### src/rtl/cpu_pkg.sv
`default_nettype none
// +----------------------------------------------------------------------+
// | cpu_pkg: shared fetch-sequencer state encoding and PC constants       |
// | Revision: 1.0                                                         |
// +----------------------------------------------------------------------+
package cpu_pkg;

    typedef enum logic [1:0] {
        S_IDLE  = 2'd0,
        S_FETCH = 2'd1,
        S_HOLD  = 2'd2,
        S_ERR   = 2'd3
    } state_t;

    localparam logic [31:0] RESET_PC_DEFAULT = 32'h0000_3000;
    localparam logic [31:0] WORD_ALIGN_MASK  = 32'h0000_0003;

    function automatic logic is_word_aligned(input logic [31:0] addr);
        return (addr & WORD_ALIGN_MASK) == 32'd0;
    endfunction

endpackage
`default_nettype wire

### src/rtl/pc_fetch_sequencer_if.sv
`default_nettype none
// +----------------------------------------------------------------------+
// | pc_fetch_sequencer_if: imem, decode and redirect signals of fetch     |
// | Revision: 1.0                                                         |
// +----------------------------------------------------------------------+
interface pc_fetch_sequencer_if;

    logic        imem_req;
    logic [31:0] imem_addr;
    logic        imem_ack;
    logic [31:0] imem_rdata;
    logic        instr_valid;
    logic [31:0] instr;
    logic [31:0] instr_pc;
    logic        instr_ready;
    logic        stall;
    logic        redirect_valid;
    logic [31:0] redirect_target;
    logic        misalign_err;

    modport master (
        output imem_req, imem_addr, instr_valid, instr, instr_pc, misalign_err,
        input  imem_ack, imem_rdata, instr_ready, stall, redirect_valid, redirect_target
    );

    modport slave (
        input  imem_req, imem_addr, instr_valid, instr, instr_pc, misalign_err,
        output imem_ack, imem_rdata, instr_ready, stall, redirect_valid, redirect_target
    );

endinterface
`default_nettype wire

### src/rtl/pc_fetch_sequencer_add4.sv
`default_nettype none
// +----------------------------------------------------------------------+
// | pc_fetch_sequencer_add4: PC+4 adder, wraps modulo 2^32               |
// | Revision: 1.0                                                         |
// +----------------------------------------------------------------------+
module pc_fetch_sequencer_add4 (
    input  logic [31:0] a_i,
    output logic [31:0] sum_o
);

    assign sum_o = a_i + 32'd4;

endmodule
`default_nettype wire

### src/rtl/pc_fetch_sequencer.sv
`default_nettype none
// +----------------------------------------------------------------------+
// | pc_fetch_sequencer: owns the PC, one imem fetch at a time to decode  |
// | Revision: 1.0                                                         |
// +----------------------------------------------------------------------+
module pc_fetch_sequencer
    import cpu_pkg::*;
#(
    parameter logic [31:0] RESET_PC = RESET_PC_DEFAULT,
    parameter logic [31:0] PC_STEP  = 32'd4
) (
    input  logic                 clk,
    input  logic                 reset,
    pc_fetch_sequencer_if.master bus
);

    state_t      state_q, state_d;
    logic [31:0] pc_q, pc_d;
    logic [31:0] sq_addr_q, sq_addr_d;
    logic [31:0] instr_q, instr_d;
    logic [31:0] ipc_q, ipc_d;
    logic        squash_q, squash_d;
    logic [31:0] pc_inc;
    logic        tgt_ok;

    generate
        if (PC_STEP == 32'd4) begin : g_add4
            pc_fetch_sequencer_add4 u_add4 (
                .a_i   (pc_q),
                .sum_o (pc_inc)
            );
        end else begin : g_add_step
            assign pc_inc = pc_q + PC_STEP;
        end
    endgenerate

    assign tgt_ok = is_word_aligned(bus.redirect_target);

    always_ff @(posedge clk) begin
        if (!reset) begin
            state_q   <= S_IDLE;
            pc_q      <= RESET_PC;
            sq_addr_q <= '0;
            instr_q   <= '0;
            ipc_q     <= '0;
            squash_q  <= 1'b0;
        end else begin
            state_q   <= state_d;
            pc_q      <= pc_d;
            sq_addr_q <= sq_addr_d;
            instr_q   <= instr_d;
            ipc_q     <= ipc_d;
            squash_q  <= squash_d;
        end
    end

    always_comb begin
        state_d   = state_q;
        pc_d      = pc_q;
        sq_addr_d = sq_addr_q;
        instr_d   = instr_q;
        ipc_d     = ipc_q;
        squash_d  = squash_q;
        case (state_q)
            S_IDLE: begin
                state_d = S_FETCH;
                if (bus.redirect_valid) begin
                    if (tgt_ok) pc_d = bus.redirect_target;
                    else        state_d = S_ERR;
                end
            end
            S_FETCH: begin
                if (bus.redirect_valid) begin
                    if (!tgt_ok) begin
                        state_d  = S_ERR;
                        squash_d = 1'b0;
                    end else begin
                        pc_d = bus.redirect_target;
                        if (bus.imem_ack) begin
                            squash_d = 1'b0;
                        end else if (!squash_q) begin
                            // In-flight request keeps its address until the ack retires it
                            squash_d  = 1'b1;
                            sq_addr_d = pc_q;
                        end
                    end
                end else if (bus.imem_ack) begin
                    if (squash_q) begin
                        squash_d = 1'b0;
                    end else begin
                        instr_d = bus.imem_rdata;
                        ipc_d   = pc_q;
                        pc_d    = pc_inc;
                        state_d = S_HOLD;
                    end
                end
            end
            S_HOLD: begin
                if (bus.redirect_valid) begin
                    if (tgt_ok) begin
                        pc_d    = bus.redirect_target;
                        state_d = S_FETCH;
                    end else begin
                        state_d = S_ERR;
                    end
                end else if (bus.instr_ready && !bus.stall) begin
                    state_d = S_FETCH;
                end
            end
            S_ERR: begin
                state_d = S_ERR;
            end
        endcase
    end

    assign bus.imem_req     = (state_q == S_FETCH);
    assign bus.imem_addr    = squash_q ? sq_addr_q : pc_q;
    assign bus.instr_valid  = (state_q == S_HOLD);
    assign bus.instr        = instr_q;
    assign bus.instr_pc     = ipc_q;
    assign bus.misalign_err = (state_q == S_ERR);

endmodule
`default_nettype wire

### src/flat_wrapper.sv
// flat-port wrapper written by rule: the top's interface ports become plain ports
module pc_fetch_sequencer_flat import cpu_pkg::*;
#(
    parameter logic [31:0] RESET_PC = RESET_PC_DEFAULT,
    parameter logic [31:0] PC_STEP  = 32'd4
)
  (clk, reset, bus_imem_req, bus_imem_addr, bus_instr_valid, bus_instr, bus_instr_pc, bus_misalign_err, bus_imem_ack, bus_imem_rdata, bus_instr_ready, bus_stall, bus_redirect_valid, bus_redirect_target);
  pc_fetch_sequencer_if bus_i ();
  input  logic clk;
  input  logic reset;
  output wire logic [$bits(bus_i.imem_req)-1:0] bus_imem_req;
  output wire logic [$bits(bus_i.imem_addr)-1:0] bus_imem_addr;
  output wire logic [$bits(bus_i.instr_valid)-1:0] bus_instr_valid;
  output wire logic [$bits(bus_i.instr)-1:0] bus_instr;
  output wire logic [$bits(bus_i.instr_pc)-1:0] bus_instr_pc;
  output wire logic [$bits(bus_i.misalign_err)-1:0] bus_misalign_err;
  input wire logic [$bits(bus_i.imem_ack)-1:0] bus_imem_ack;
  input wire logic [$bits(bus_i.imem_rdata)-1:0] bus_imem_rdata;
  input wire logic [$bits(bus_i.instr_ready)-1:0] bus_instr_ready;
  input wire logic [$bits(bus_i.stall)-1:0] bus_stall;
  input wire logic [$bits(bus_i.redirect_valid)-1:0] bus_redirect_valid;
  input wire logic [$bits(bus_i.redirect_target)-1:0] bus_redirect_target;
  assign bus_imem_req = bus_i.imem_req;
  assign bus_imem_addr = bus_i.imem_addr;
  assign bus_instr_valid = bus_i.instr_valid;
  assign bus_instr = bus_i.instr;
  assign bus_instr_pc = bus_i.instr_pc;
  assign bus_misalign_err = bus_i.misalign_err;
  assign bus_i.imem_ack = bus_imem_ack;
  assign bus_i.imem_rdata = bus_imem_rdata;
  assign bus_i.instr_ready = bus_instr_ready;
  assign bus_i.stall = bus_stall;
  assign bus_i.redirect_valid = bus_redirect_valid;
  assign bus_i.redirect_target = bus_redirect_target;
  pc_fetch_sequencer #(.RESET_PC(RESET_PC), .PC_STEP(PC_STEP)) u_core (.clk(clk), .reset(reset), .bus(bus_i));
endmodule
### config.mk
export PLATFORM = sky130hd
export DESIGN_NAME = pc_fetch_sequencer_flat
export DESIGN_NICKNAME = d
export VERILOG_FILES = /design/src/rtl/cpu_pkg.sv /design/src/rtl/pc_fetch_sequencer_if.sv /design/src/rtl/pc_fetch_sequencer_add4.sv /design/src/rtl/pc_fetch_sequencer.sv /design/src/flat_wrapper.sv
export SDC_FILE = /design/constraint.sdc
export NUM_CORES = 1
export LEC_CHECK = 0
export BUFFER_PORTS_ARGS = -buffer_cell sky130_fd_sc_hd__buf_2
export CAP_MARGIN = 10
export CORE_MARGIN = 5
export CORE_UTILIZATION = 45
export DETAILED_ROUTE_END_ITERATION = 16
export PLACE_DENSITY = 0.73
export SLEW_MARGIN = 20
export SYNTH_ARGS = -nofsm -noshare
export SYNTH_HDL_FRONTEND = slang
export SYNTH_SLANG_ARGS = --single-unit
### constraint.sdc
create_clock -name clk -period 2.55 [get_ports clk]
set_clock_uncertainty 0.15 [all_clocks]
set_input_delay 0.1275 -clock clk [delete_from_list [all_inputs] [get_ports clk]]
set_output_delay 0.1275 -clock clk [all_outputs]
set_load 0.05 [all_outputs]
**After elaboration in Yosys (flattened, before gate mapping)**

Index checks and enable logic that the tools add are counted.

- $add $sub $neg: 1
- Equality and inequality tests: 8
- Mux-type cells: 20
- Bitwise logic cells: 3
- Reduce and logical (&&, ||, !) cells: 12

Operator list:

| cell | number |
|---|---|
| $mux 32 | 6 |
| $pmux 32 s2 | 1 |
| $add 32x3->32 const B | 1 |
| $logic_not 32->1 | 1 |
| $mux 2 | 8 |
| $reduce_and 4->1 | 4 |
| $pmux 2 s4 | 1 |
| $ne 3x1->1 const B | 2 |
| $ne 3x3->1 const B | 2 |
| $eq 2x2->1 const B | 2 |
| $mux 1 | 4 |
| $reduce_bool 2->1 | 2 |
| $not 1->1 | 3 |
| $eq 2x1->1 const B | 1 |
| $logic_not 2->1 | 1 |
| $ne 2x1->1 const B | 1 |
| $reduce_and 2->1 | 1 |
| $reduce_or 2->1 | 1 |
| $logic_and 1x1->1 | 1 |
| $logic_not 1->1 | 1 |

- Bits in registers: 131
- Output and inout port bits: 99
- Word-level logic and storage cells: 50

**Logic depth before layout (Yosys ltp)**

Gate-level depths: netlist of the first run.

- Depth after elaboration: 5
- Depth in mapped cells: 8
- Depth with buffers taken out: 6

**Cells and area by module**

Synthesis of the first run repeated with hierarchy kept, for this count alone.

- Cells, all modules: 664
- Area, all modules: 6020.8 um2

By module, submodules not included:

| module | instances | cells each | area an instance (um2) | sequential area each (um2) |
|---|---|---|---|---|
| pc_fetch_sequencer | 1 | 585 | 5466.5 | 2622.5 |
| pc_fetch_sequencer_add4 | 1 | 79 | 554.3 | 0.0 |

**Worst setup path after synthesis of the first run**

OpenSTA, ideal clock, no wires.

- Path kind: reg2reg
- Start: register u_core.state_q[0]
- End: register u_core.sq_addr_q[26]
- Data arrival time: 2275 ps
- Required time: 2272 ps
- Path slack: -3 ps
- Stages on the path, launching flop included: 7
- Buffers on the path: 2
- Cell sequence: dfxtp_1 > nor2b_1 > and4b_1 > clkbuf_1 > buf_2 > mux2i_1 > nor2_1

- Longest elaborated chain between the ends: 2

RTL lines:

| item | line | source |
|---|---|---|
| start: declaration | pc_fetch_sequencer.sv:17 | `state_t state_q, state_d;` |
| start signal: assignment | pc_fetch_sequencer.sv:48 | `state_q <= state_d;` |
| $eq 2x1->1 | -- |  |
| named net bus_imem_req | flat_wrapper.sv:11 | `output wire logic [$bits(bus_i.imem_req)-1:0] bus_imem_req;` |
| $reduce_and 4->1 (no source line) | -- |  |
| end signal: assignment | pc_fetch_sequencer.sv:50 | `sq_addr_q <= sq_addr_d;` |
| end: declaration | pc_fetch_sequencer.sv:19 | `logic [31:0] sq_addr_q, sq_addr_d;` |

The timed path passes the listed nets, and every way through them passes these cells.
A chain may end at the register's enable or synchronous reset.

**Worst setup path in the final report of the first run**

- Start: register u_core.pc_q[5]
- End: register u_core.pc_q[9]

- Longest elaborated chain between the ends: 5

RTL lines:

| item | line | source |
|---|---|---|
| start: declaration | pc_fetch_sequencer.sv:18 | `logic [31:0] pc_q, pc_d;` |
| start signal: assignment | pc_fetch_sequencer.sv:49 | `pc_q <= pc_d;` |
| $add 32x3->32 | pc_fetch_sequencer_add4.sv:11 | `assign sum_o = a_i + 32'd4;` |
| $mux 32 | pc_fetch_sequencer.sv:88 | `if (squash_q) begin` |
| $mux 32 | pc_fetch_sequencer.sv:87 | `end else if (bus.imem_ack) begin` |
| $mux 32 | pc_fetch_sequencer.sv:73 | `if (bus.redirect_valid) begin` |
| $pmux 32 s2 | pc_fetch_sequencer.sv:64 | `case (state_q)` |

Every way passes these cells. The select of a mux whose other input is x is not followed.

==> results.tsv, run 1 <==
stage	metric	value	unit
outcome	status	completed	
grt	GRT overflow	0	
floorplanning	die area	0.0154	mm^2
finish	Layout Nets	992	
drt	drt initial violations	696	
synth	synthesized instance count	697	
power_and_ir_drop	LEAKAGE	3.37	nW
min_path	hold_sp	bus_stall	
clock_network	post-CTS setup buffers	0	
timing	max-slew violations	0	
clock_network	clock tree buffer depth	2	
critical_path	reg-to-reg startpoint	u_core.pc_q[5]	
timing	minimum clock period	2.38	ns
clock_network	clock latency on the worst-skew pair	0.42	ns
drt	vias per std cell	5.54	
clock_network	htree depth	4	
synth	synthesized flop and latch total	131	
drt	Pre-Repair DR Iteration Count	6	
placement	Placer Congestion	0.905	
finish	layout cells sized above 1	29.3	%
critical_path	CP arrival	2.59	ns
power_and_ir_drop	Peak VDD IR	0.389	mV
timing	Hold Fails Final Rpt	0	
job	Max Cap Viol	0	
grt	vias in the first global route	5689	
floorplanning	Initial Util	46.1	%
floorplanning	Die W	124	um
floorplanning	die span in y	124	um
timing	Hold Slack	0.0411	ns
grt	largest net degree at the start of global routing	74	
placement	placed cells	1007	
clock_network	CTS tree	built	
critical_path	Critical Setup Path Class	flip-flop to flip-flop	
synth	Async SR Flop Fraction	0	%
timing	final worst slack	0.175	ns
placement	I/O Buffers	168	
timing	fin crit share	93.1	%
synth	Post-synth EDFFs	0	
timing	Worst Tran Pin Value	0.692	ns
synth	synthesized net count	768	
drt	DRC Markers	0	
grt	antenna violations before repair	0	
floorplanning	Core Footprint	0.0127	mm^2
placement	DP Worst Slack	0.327	ns
clock_network	clk sink count	131	
finish	Ant. Diodes	0	
finish	Post-Layout Inst Area	0.00818	mm^2
critical_path	r2r setup slk	0.17	ns
synth	Seq/Total Area, Yosys	44.9	%
timing	Setup Viol. Count Final	0	
drt	WL/cell	17.2	um
clock_network	clock buffer count from CTS	17	
critical_path	type of origin of the critical path	flip-flop	
critical_path	Crit Path Max Fanout	8	
critical_path	path depth of the worst reg2reg path	6	
drt	Vias	6122	
critical_path	Critical Path End Type	flip-flop	
min_path	Hold Crit Depth	4	
timing	slew margin rel.	53.7	%
drt	Routed WL	19.0	mm
placement	placed cell area	0.00690	mm^2
clock_network	clk slew on worst S/H paths	0.05	ns
clock_network	Root Driver	clkbuf_16	
critical_path	reg2reg end	u_core.pc_q[9]	
power_and_ir_drop	Pwr Density	676	mW/mm^2
grt	GR Util All Layers	24.6	%
timing	unrepaired setup endpoints after global routing	no	
synth	Distinct cells, synth	57	
synth	Syn Std Cell Area	0.00584	mm^2
min_path	Hold Path End	u_core.state_q[0]	
timing	Max Fclk	421	MHz
synth	Yosys Warn Count	0	
floorplanning	IO Pins	169	
finish	fin cells	1106	
finish	Area Overhead vs Synth	40.0	%
critical_path	Required @ worst endpoint	2.76	ns
placement	final HPWL from detailed placement	12.2	mm
synth	synthesized area per cell	8.38	um^2
synth	Most used DFF post-synth	dfxtp_1	
grt	global-route wire length before repair	29.4	mm
min_path	Hold Path Class	primary input to flip-flop	
drt	Post-DRT Antenna Nets	0	
timing	setup tns final	0	ns
floorplanning	std cell rows	41	
-- flip-flops by register name, indices dropped and copies added (netlist names) --
signal / count
u_core.sq_addr_q: 32
u_core.state_q: 2
u_core.bus.instr: 32
u_core.pc_q: 32
u_core.squash_q: 1
u_core.bus.instr_pc: 32
-- worst max path at each step --
stage / start / to / slack (ns) / cells past startpoint
after floorplan: u_core.squash_q / u_core.sq_addr_q[26] / 0.16 / 5
after global placement: u_core.pc_q[3] / u_core.pc_q[28] / 0.38 / 6
after detailed placement: u_core.pc_q[3] / u_core.pc_q[28] / 0.33 / 6
after CTS: u_core.pc_q[5] / u_core.pc_q[9] / 0.17 / 6
after global routing: u_core.state_q[1] / u_core.pc_q[8] / 0.04 / 8
final: u_core.pc_q[5] / u_core.pc_q[9] / 0.17 / 6
-- per-layer routing --
metal	vias up	wire, um	global-route usage, %
li1	2916	-	-
met1	2815	7730	31.6
met2	339	8980	38.7
met3	52	1760	6.40
met4	0	565	11.7
met5	-	0	0
-- cell type report --
type	instances	area, um^2
Fill cell	1051	4490
Multi-Input combinational cell	504	2960
Sequential cell	131	2620
Timing Repair Buffer	260	1750
Clock buffer	20	447
Tap cell	172	215
Clock inverter	12	156
Inverter	7	27.5
-- where the power goes --
group | internal [mW] | switching (mW) | total [mW] | leakage [nW]
clock network | 1.56 | 0.910 | 2.47 | 0.283
logic | 0.306 | 0.544 | 0.850 | 2.02
registers | 2.12 | 0.0948 | 2.21 | 1.06
total | 3.98 | 1.55 | 5.53 | 3.37
-- cell families after synthesis --
group	count (synthesis)	share of synthesized area, %
AO/OA/AOI/OAI	163	16.9
adder cells (fa/ha/maj)	1	0.214
buffers and inverters	62	4.69
flip-flops	131	44.9
multiplexers	65	11.7
AND/OR/NAND/NOR	275	21.6
-- synth_stat cells, types with 6 or more instances --
master	number	area, um^2
inv_1	6	22.5
nand4_1	7	43.8
a21oi_1	85	425
mux2i_1	37	370
o21ai_0	25	125
nand2_1	155	582
nand3_1	12	60.1
o22ai_1	8	50.1
nor2_1	53	199
mux2_2	28	315
buf_2	12	60.1
and3_1	7	43.8
nor3_1	9	45.0
clkbuf_1	38	143
a311oi_1	7	61.3
dfxtp_1	131	2620
-- per-stage QoR --
step	utilization, %	total power, mW
floorplan	-	2.75
detailed placement	54.5	2.99
global route	64.6	5.71
finish	64.6	5.53
CTS	64.5	5.55
global placement	54.5	2.99
-- critical path, cell delays in order (launching register included) --
cell and delay [ns]:
dfxtp_1 0.52, and4_2 0.35, nand2_2 0.19, o21ai_0 0.21
a21oi_1 0.10, a211oi_1 0.22, dlygate4sd3_1 0.57
-- timing repair --
action | in CTS | in global routing
hold buffers | 67 | 0
setup endpoints to repair | 0 | 3
endpoints found under the hold margin | 65 | 0
resized for setup | 0 | 3
-- cells in the final DEF (no fill, tap or decap), drive strengths merged, types with 3 or more instances in the layout --
master / n
buf: 193
nand2: 155
dfxtp: 131
a21oi: 85
dlygate4sd3: 67
nor2: 53
mux2i: 37
mux2: 28
o21ai: 26
clkbuf: 20
nand3: 13
nor3: 13
nand4: 9
o22ai: 8
nor4: 8
and3: 7
a311oi: 7
inv: 7
a211oi: 5
o221ai: 5
a22oi: 5
clkinv: 5
clkinvlp: 4
bufinv: 3
nor2b: 3
or3: 3
No activity file was read; power rests on OpenSTA's default activity.
==> inputs of run 2 (changes only) <==
--- a/config.mk
+++ b/config.mk
@@ -9,8 +9,9 @@
 export CAP_MARGIN = 10
 export CORE_MARGIN = 5
 export CORE_UTILIZATION = 45
+export CTS_BUF_LIST = sky130_fd_sc_hd__clkbuf_8 sky130_fd_sc_hd__clkbuf_16
 export DETAILED_ROUTE_END_ITERATION = 16
-export PLACE_DENSITY = 0.73
+export PLACE_DENSITY = 0.8
 export SLEW_MARGIN = 20
 export SYNTH_ARGS = -nofsm -noshare
 export SYNTH_HDL_FRONTEND = slang
==> run 2 against run 1 <==
  * Worst hold slack worse by 0.017 ns
  * Flip-flop and latch count stayed put
  * Design area is 0.20% lower
  * Clock power is 4% higher
  * Combinational power is 0.5% higher
  * First-iteration DRC count is 4.2% higher
==> results.tsv, run 2 (synthesis results as in run 1) <==
stage	metric	value	unit	change
floorplanning	Core Footprint	0.0127	mm^2	unchanged
critical_path	Critical Setup Path Class	flip-flop to flip-flop		
placement	placed cells	1012		+0.50%
clock_network	clock latency on the worst-skew pair	0.42	ns	about the same
timing	Setup Viol. Count Final	0		unchanged
floorplanning	IO Pins	169		unchanged
grt	antenna violations before repair	0		unchanged
critical_path	Max stage delay on crit path	0.65	ns	+0.08 ns
critical_path	type of origin of the critical path	flip-flop		
grt	GR Util All Layers	24.5	%	-0.17 points
critical_path	Critical Path End Type	flip-flop		
placement	I/O Buffers	168		unchanged
drt	DRC Markers	0		unchanged
drt	Pre-Repair DR Iteration Count	5		-1
critical_path	CP max stage cell	or4_1		
clock_network	clock buffer count from CTS	17		unchanged
drt	vias per std cell	5.57		+0.56%
drt	drt initial violations	725		+4.2%
clock_network	Root Driver	clkbuf_16		
clock_network	clk slew on worst S/H paths	0.06	ns	about the same
finish	Post-Layout Inst Area	0.00817	mm^2	-0.20%
grt	global-route wire length before repair	29.5	mm	+0.12%
drt	Vias	6156		+0.56%
timing	Worst Tran Pin Value	0.781	ns	+0.0894 ns
timing	fin crit share	88.8	%	-4.3 points
finish	Ant. Diodes	0		unchanged
critical_path	Buf/Inv on CP	0		-1
power_and_ir_drop	Pwr Density	689	mW/mm^2	+1.8%
placement	placed cell area	0.00691	mm^2	+0.18%
critical_path	worst-path cell chain	ha_1 -> nand4_2 -> or4_1 -> nor3_2 -> mux2i_1 -> o22ai_1		
grt	largest net degree at the start of global routing	50		-32%
timing	setup tns final	0	ns	unchanged
finish	Area Overhead vs Synth	39.7	%	
critical_path	Required @ worst endpoint	2.69	ns	-0.07 ns
grt	GRT overflow	0		unchanged
finish	number of fill cells	1054		+0.29%
floorplanning	die span in y	124	um	unchanged
placement	final HPWL from detailed placement	12.3	mm	+1.0%
placement	Placer Congestion	0.934		+3.2%
finish	footprint of the multi-input gates	0.00296	mm^2	-0.17%
timing	Max Fclk	442	MHz	+4.9%
outcome	status	completed		
finish	layout cells sized above 1	29.3	%	unchanged
finish	highest-count cells in the layout ignoring fill and taps	buf_2, nand2_1, dfxtp_1, a21oi_1, dlygate4sd3_1		
finish	Reg area	0.00262	mm^2	about the same
critical_path	Crit Path Max Fanout	7		-1
timing	max-slew violations	0		unchanged
clock_network	htree depth	4		unchanged
floorplanning	die area	0.0154	mm^2	unchanged
timing	minimum clock period	2.26	ns	-0.110 ns
critical_path	CP arrival	2.40	ns	-0.19 ns
drt	WL/cell	17.3	um	+0.52%
clock_network	clock tree buffer depth	2		unchanged
finish	commonest non-fill, non-tap cell in the layout	buf_2		
grt	vias in the first global route	5801		+2.0%
floorplanning	Die W	124	um	unchanged
power_and_ir_drop	Peak VDD IR	0.456	mV	+17%
timing	Hold Fails Final Rpt	0		unchanged
timing	Hold Slack	0.0243	ns	-0.0168 ns
floorplanning	Initial Util	46.1	%	unchanged
finish	fin cells	1106		unchanged
power_and_ir_drop	LEAKAGE	3.40	nW	+0.74%
timing	slew margin rel.	47.7	%	-6.0 points
drt	Routed WL	19.1	mm	+0.52%
job	Max Cap Viol	0		unchanged
clock_network	CTS tree	built		
finish	Layout Nets	992		unchanged
timing	unrepaired setup endpoints after global routing	no		
min_path	Hold Path Class	primary input to flip-flop		
critical_path	Crit path max-delay family	simple AND/OR/NAND/NOR gates		
floorplanning	std cell rows	41		unchanged
clock_network	clk sink count	131		unchanged
drt	Post-DRT Antenna Nets	0		unchanged
-- run 2: cell types whose count changed in the layout (fill, tap and decap cells not counted), sizes merged --
cell         delta
inv             +3
bufinv          +1
buf             +5
dlygate4sd3     -5
clkinvlp        -2
clkinv          -2
-- run 2: per-layer routing --
metal | vias to the layer above | wire (um) | track usage [%]
met5 | - | 0 | 0
met4 | 0 | 615 | 10.6
met3 | 53 | 1900 | 6.13
met2 | 360 | 8910 | 39.0
met1 | 2844 | 7720 | 31.4
li1 | 2899 | - | -
-- run 2: timing repair --
action / CTS / global route
resized for setup: 0 / 0
endpoints found under the hold margin: 61 / 0
setup endpoints to repair: 0 / 0
setup buffers: 0 / 0
hold buffers: 62 / 0
-- run 2: power by group --
part,leakage [nW],internal [mW],switching (mW)
Combinational,2.02,0.304,0.551
Sequential,1.06,2.12,0.0780
Clock,0.317,1.70,0.877
Total,3.40,4.12,1.51
-- run 2: cell type report --
class	count	area share (%)
clock buffer	20	5.72
clock inverter	12	2.01
inverter	7	0.337
multi-input combinational	504	36.2
sequential	131	32.1
tap	172	2.64
timing repair buffer	260	21.0
-- run 2: final timing paths --
path                                 from                endpoint  slack (ns)  depth (start not counted)
setup reg to reg           u_core.pc_q[3]         u_core.pc_q[26]        0.29                          6
hold reg to reg    u_core.bus.instr_pc[0]  u_core.bus.instr_pc[0]        0.30                          2
hold / removal    bus_redirect_target[31]         u_core.pc_q[31]        0.02                          5
setup / recovery           u_core.pc_q[3]         u_core.pc_q[26]        0.29                          6
-- run 2: metrics by stage --
step                      worst slack [ns]  utilization [%]  power [mW]
final                                0.285             64.4        5.62
after global routing                 0.180             64.4        5.81
after CTS                            0.303             64.4        5.64
after detailed placement             0.321             54.6        3.00
after global placement               0.354             54.6        2.99
after floorplan                      0.159                -        2.75
-- run 2: tightest hold or removal path, delay by kind of cell --
| family | cells | cell delay [ns] |
|---|---|---|
| AO/OA/AOI/OAI | 3 | 0.23 |
| buffers and inverters | 1 | 0.11 |
| AND/OR/NAND/NOR | 1 | 0.07 |
==> inputs of run 3 (changes only) <==
--- a/config.mk
+++ b/config.mk
@@ -5,13 +5,14 @@
 export SDC_FILE = /design/constraint.sdc
 export NUM_CORES = 1
 export LEC_CHECK = 0
+export ABC_AREA = 1
 export BUFFER_PORTS_ARGS = -buffer_cell sky130_fd_sc_hd__buf_2
 export CAP_MARGIN = 10
 export CORE_MARGIN = 5
 export CORE_UTILIZATION = 45
 export CTS_BUF_LIST = sky130_fd_sc_hd__clkbuf_8 sky130_fd_sc_hd__clkbuf_16
 export DETAILED_ROUTE_END_ITERATION = 16
-export PLACE_DENSITY = 0.8
+export PLACE_DENSITY = 0.79
 export SLEW_MARGIN = 20
 export SYNTH_ARGS = -nofsm -noshare
 export SYNTH_HDL_FRONTEND = slang
==> constraint.sdc (replaced) <==
create_clock -name clk -period 2.5 [get_ports clk]
set_clock_uncertainty 0.15 [all_clocks]
set_input_delay 0.125 -clock clk [delete_from_list [all_inputs] [get_ports clk]]
set_output_delay 0.125 -clock clk [all_outputs]
set_load 0.05 [all_outputs]
==> run 3 against run 2 <==
  * Sequential share of layout area decreased by 0.19 points
  * Register-to-register slack better by 0.22 ns
  * Clock power down 2%
  * Non-clock buffer count is 23 lower
  * Design area increased by 0.58%
  * Die area is 4.5% higher
  * Core utilization shrank 2.7 points
  * Routed wire length increased by 2.7%
  * Count of clock-buffer cells in the layout shrank 2
  * Sequential power is 5% higher
  * Global-route usage decreased by 0.61 points
  * Area after synthesis increased by 4.9%
  * Highest routed layer unchanged
==> results.tsv, run 3 <==
stage	metric	value	unit	change
grt	global-route wire length before repair	31.2	mm	+5.9%
synth	Async SR Flop Fraction	0	%	unchanged
floorplanning	Initial Util	46.1	%	about the same
grt	antenna violations before repair	1		+1
timing	Setup Viol. Count Final	0		unchanged
critical_path	type of origin of the critical path	flip-flop		
timing	fin crit share	88.9	%	
synth	Yosys Warn Count	0		unchanged
timing	setup tns final	0	ns	unchanged
timing	slew margin rel.	52.8	%	+5.1 points
drt	Pre-Repair DR Iteration Count	5		unchanged
finish	highest-count cells in the layout ignoring fill and taps	buf_2, o21ai_0, nand2_1, dfxtp_1, nor2_1		
synth	synthesized flop and latch total	131		unchanged
timing	Max Fclk	450	MHz	
placement	final HPWL from detailed placement	13.2	mm	+7.3%
finish	layout cells sized above 1	21.0	%	-8.4 points
power_and_ir_drop	Net Sw Frac	30.9	%	+4.1 points
placement	I/O Buffers	168		unchanged
clock_network	clk slew on worst S/H paths	0.06	ns	about the same
critical_path	Required @ worst endpoint	2.23	ns	-0.46 ns
power_and_ir_drop	Combinational Power Share	19.0	%	+3.8 points
synth	Synth area leaders	dfxtp_1, o21ai_0, a21oi_1, nand2_1, nor2_1		
timing	minimum clock period	2.22	ns	
floorplanning	Die W	127	um	+2.2%
synth	Most used DFF post-synth	dfxtp_1		
drt	vias per std cell	5.26		-5.5%
floorplanning	die span in y	127	um	+2.2%
drt	drt initial violations	593		-18%
power_and_ir_drop	Peak VDD IR	0.493	mV	+8.0%
synth	most frequent cell after synthesis	o21ai_0		
synth	Post-synth EDFFs	0		unchanged
clock_network	clk sink count	131		unchanged
synth	synthesized instance count	887		+27%
synth	synthesized net count	958		+25%
floorplanning	IO Pins	169		unchanged
synth	area share of the largest cell type after synthesis	42.8	%	-2.1 points
grt	GRT overflow	0		unchanged
clock_network	htree depth	4		unchanged
power_and_ir_drop	Power Total	5.94	mW	+5.6%
power_and_ir_drop	clock share of power	42.5	%	-3.3 points
critical_path	r2r setup slk	0.51	ns	+0.22 ns
timing	max-slew violations	0		unchanged
critical_path	CP arrival	1.95	ns	-0.45 ns
timing	Hold Fails Final Rpt	0		unchanged
grt	vias in the first global route	6288		+8.4%
clock_network	clock latency on the worst-skew pair	0.42	ns	about the same
finish	commonest non-fill, non-tap cell in the layout	buf_2		
clock_network	post-CTS resize count	0		unchanged
power_and_ir_drop	Pint	4.10	mW	-0.32%
drt	Vias	6720		+9.2%
critical_path	Critical Setup Path Class	flip-flop to primary output		
timing	Worst Tran Pin Value	0.703	ns	-0.0776 ns
drt	Routed WL	19.7	mm	+2.7%
finish	Layout Nets	1160		+17%
floorplanning	Core Footprint	0.0133	mm^2	+4.9%
job	Max Cap Viol	0		unchanged
power_and_ir_drop	sequential share of power	38.5	%	-0.5 points
drt	Post-DRT Antenna Nets	0		unchanged
drt	WL/cell	15.4	um	-11%
clock_network	Root Driver	clkbuf_16		
synth	top cell type by total area after synthesis	dfxtp_1		
grt	largest net degree at the start of global routing	113		+130%
floorplanning	die area	0.0161	mm^2	+4.5%
outcome	status	completed		
power_and_ir_drop	switching power	1.83	mW	+22%
synth	Distinct cells, synth	36		-37%
placement	Placer Congestion	0.963		+3.1%
clock_network	clock tree buffer depth	2		unchanged
synth	Seq/Total Area, Yosys	42.8	%	-2.1 points
power_and_ir_drop	Pwr Density	723	mW/mm^2	+5.0%
finish	Area Overhead vs Synth	34.0	%	
floorplanning	std cell rows	42		+2.4%
clock_network	CTS tree	built		
critical_path	Crit Path Max Fanout	57		+50
critical_path	Critical Path End Type	primary output		
power_and_ir_drop	LEAKAGE	3.59	nW	+5.7%
synth	synthesized area per cell	6.91	um^2	-18%
drt	DRC Markers	0		unchanged
grt	GR Util All Layers	23.9	%	-0.61 points
clock_network	clock buffer count from CTS	17		unchanged
timing	unrepaired setup endpoints after global routing	no		
synth	Syn Std Cell Area	0.00613	mm^2	+4.9%
min_path	Hold Path Class	primary input to flip-flop		
synth	commonest cells in the netlist	o21ai_0, nand2_1, dfxtp_1		
==> run 3: cell types whose count changed after synthesis, moves of 11 or more <==
cell,change
clkbuf_1,-11
a21oi_1,+20
mux2_2,-28
inv_1,+82
nor2_1,+66
mux2i_1,-37
o21ai_1,+21
nand2_1,-23
nand3_1,+21
o21ai_0,+116
==> run 3: what timing repair did <==
action                                 4_1_cts  5_1_grt
setup buffers                                0        0
endpoints found under the hold margin       57        0
hold buffers                                57        0
==> run 3: cell type report <==
cell class                 instances  area (um^2)
fill                            1163         5080
clock buffer                      18          439
antenna                            1         2.50
clock inverter                    13          160
tap                              176          220
multi-input combinational        609         2890
sequential                       131         2620
inverter                          93          349
timing repair buffer             237         1530
==> run 3: power groups by stage <==
stage	clock network (mW)	logic [mW]	registers, mW
5_1_grt	2.63	1.21	2.30
4_1_cts	2.55	1.11	2.28
6_report	2.52	1.13	2.29
2_1_floorplan	0	0.580	2.48
3_5_place_dp	0	1.04	2.32
3_3_place_gp	0	1.03	2.32
==> run 3: per-layer routing <==
layer  part of all wire (%)  GRT usage, %  up-vias
met5                      0             0        -
met2                     45          37.0      319
met1                     44          31.9     3013
met4                    3.0          10.4        0
met3                    7.8          5.30       47
li1                       -             -     3341
==> run 3: final timing paths <==
path | startpoint | to | depth (start not counted)
setup / recovery | u_core.squash_q | bus_imem_addr[21] | 4
hold / removal | bus_redirect_target[0] | u_core.state_q[1] | 5
setup reg to reg | u_core.pc_q[2] | u_core.pc_q[30] | 10
hold reg to reg | u_core.sq_addr_q[19] | u_core.sq_addr_q[19] | 2
==> run 3: cells by family (layout without fill, tap and decap cells) <==
logic type | after synthesis | after routing | synth area share (%)
and+or+nand+nor | 316 | 316 | 22.0
AOI/OAI and AO/OA | 292 | 292 | 24.9
buffers and inverters | 147 | 361 | 10.0
DFF | 131 | 131 | 42.8
adders and majority gates | 1 | 1 | 0.204
other | 0 | 1 | 0
==> run 3: critical path, stage by stage, from the launching register on <==
cell and delay [ns]:
dfxtp_1 0.45, buf_4 0.48, nand2_1 0.10, o21ai_0 0.15, buf_2 0.33
==> run 3: stage by stage <==
| step | instances | worst slack (ns) | hold WS (ns) | util (%) | instance area [um^2] |
|---|---|---|---|---|---|
| floorplan | 887 | 0.0273 | 0.110 | - | 6130 |
| global placement | 1189 | 0.587 | 0.198 | 53.0 | 7040 |
| detailed placement | 1189 | 0.554 | 0.202 | 53.0 | 7040 |
| CTS | 1277 | 0.271 | 0.00526 | 61.8 | 8210 |
| global route | 1278 | 0.101 | 0.0448 | 61.8 | 8210 |
| finish | 1278 | 0.277 | 0.00362 | 61.8 | 8210 |
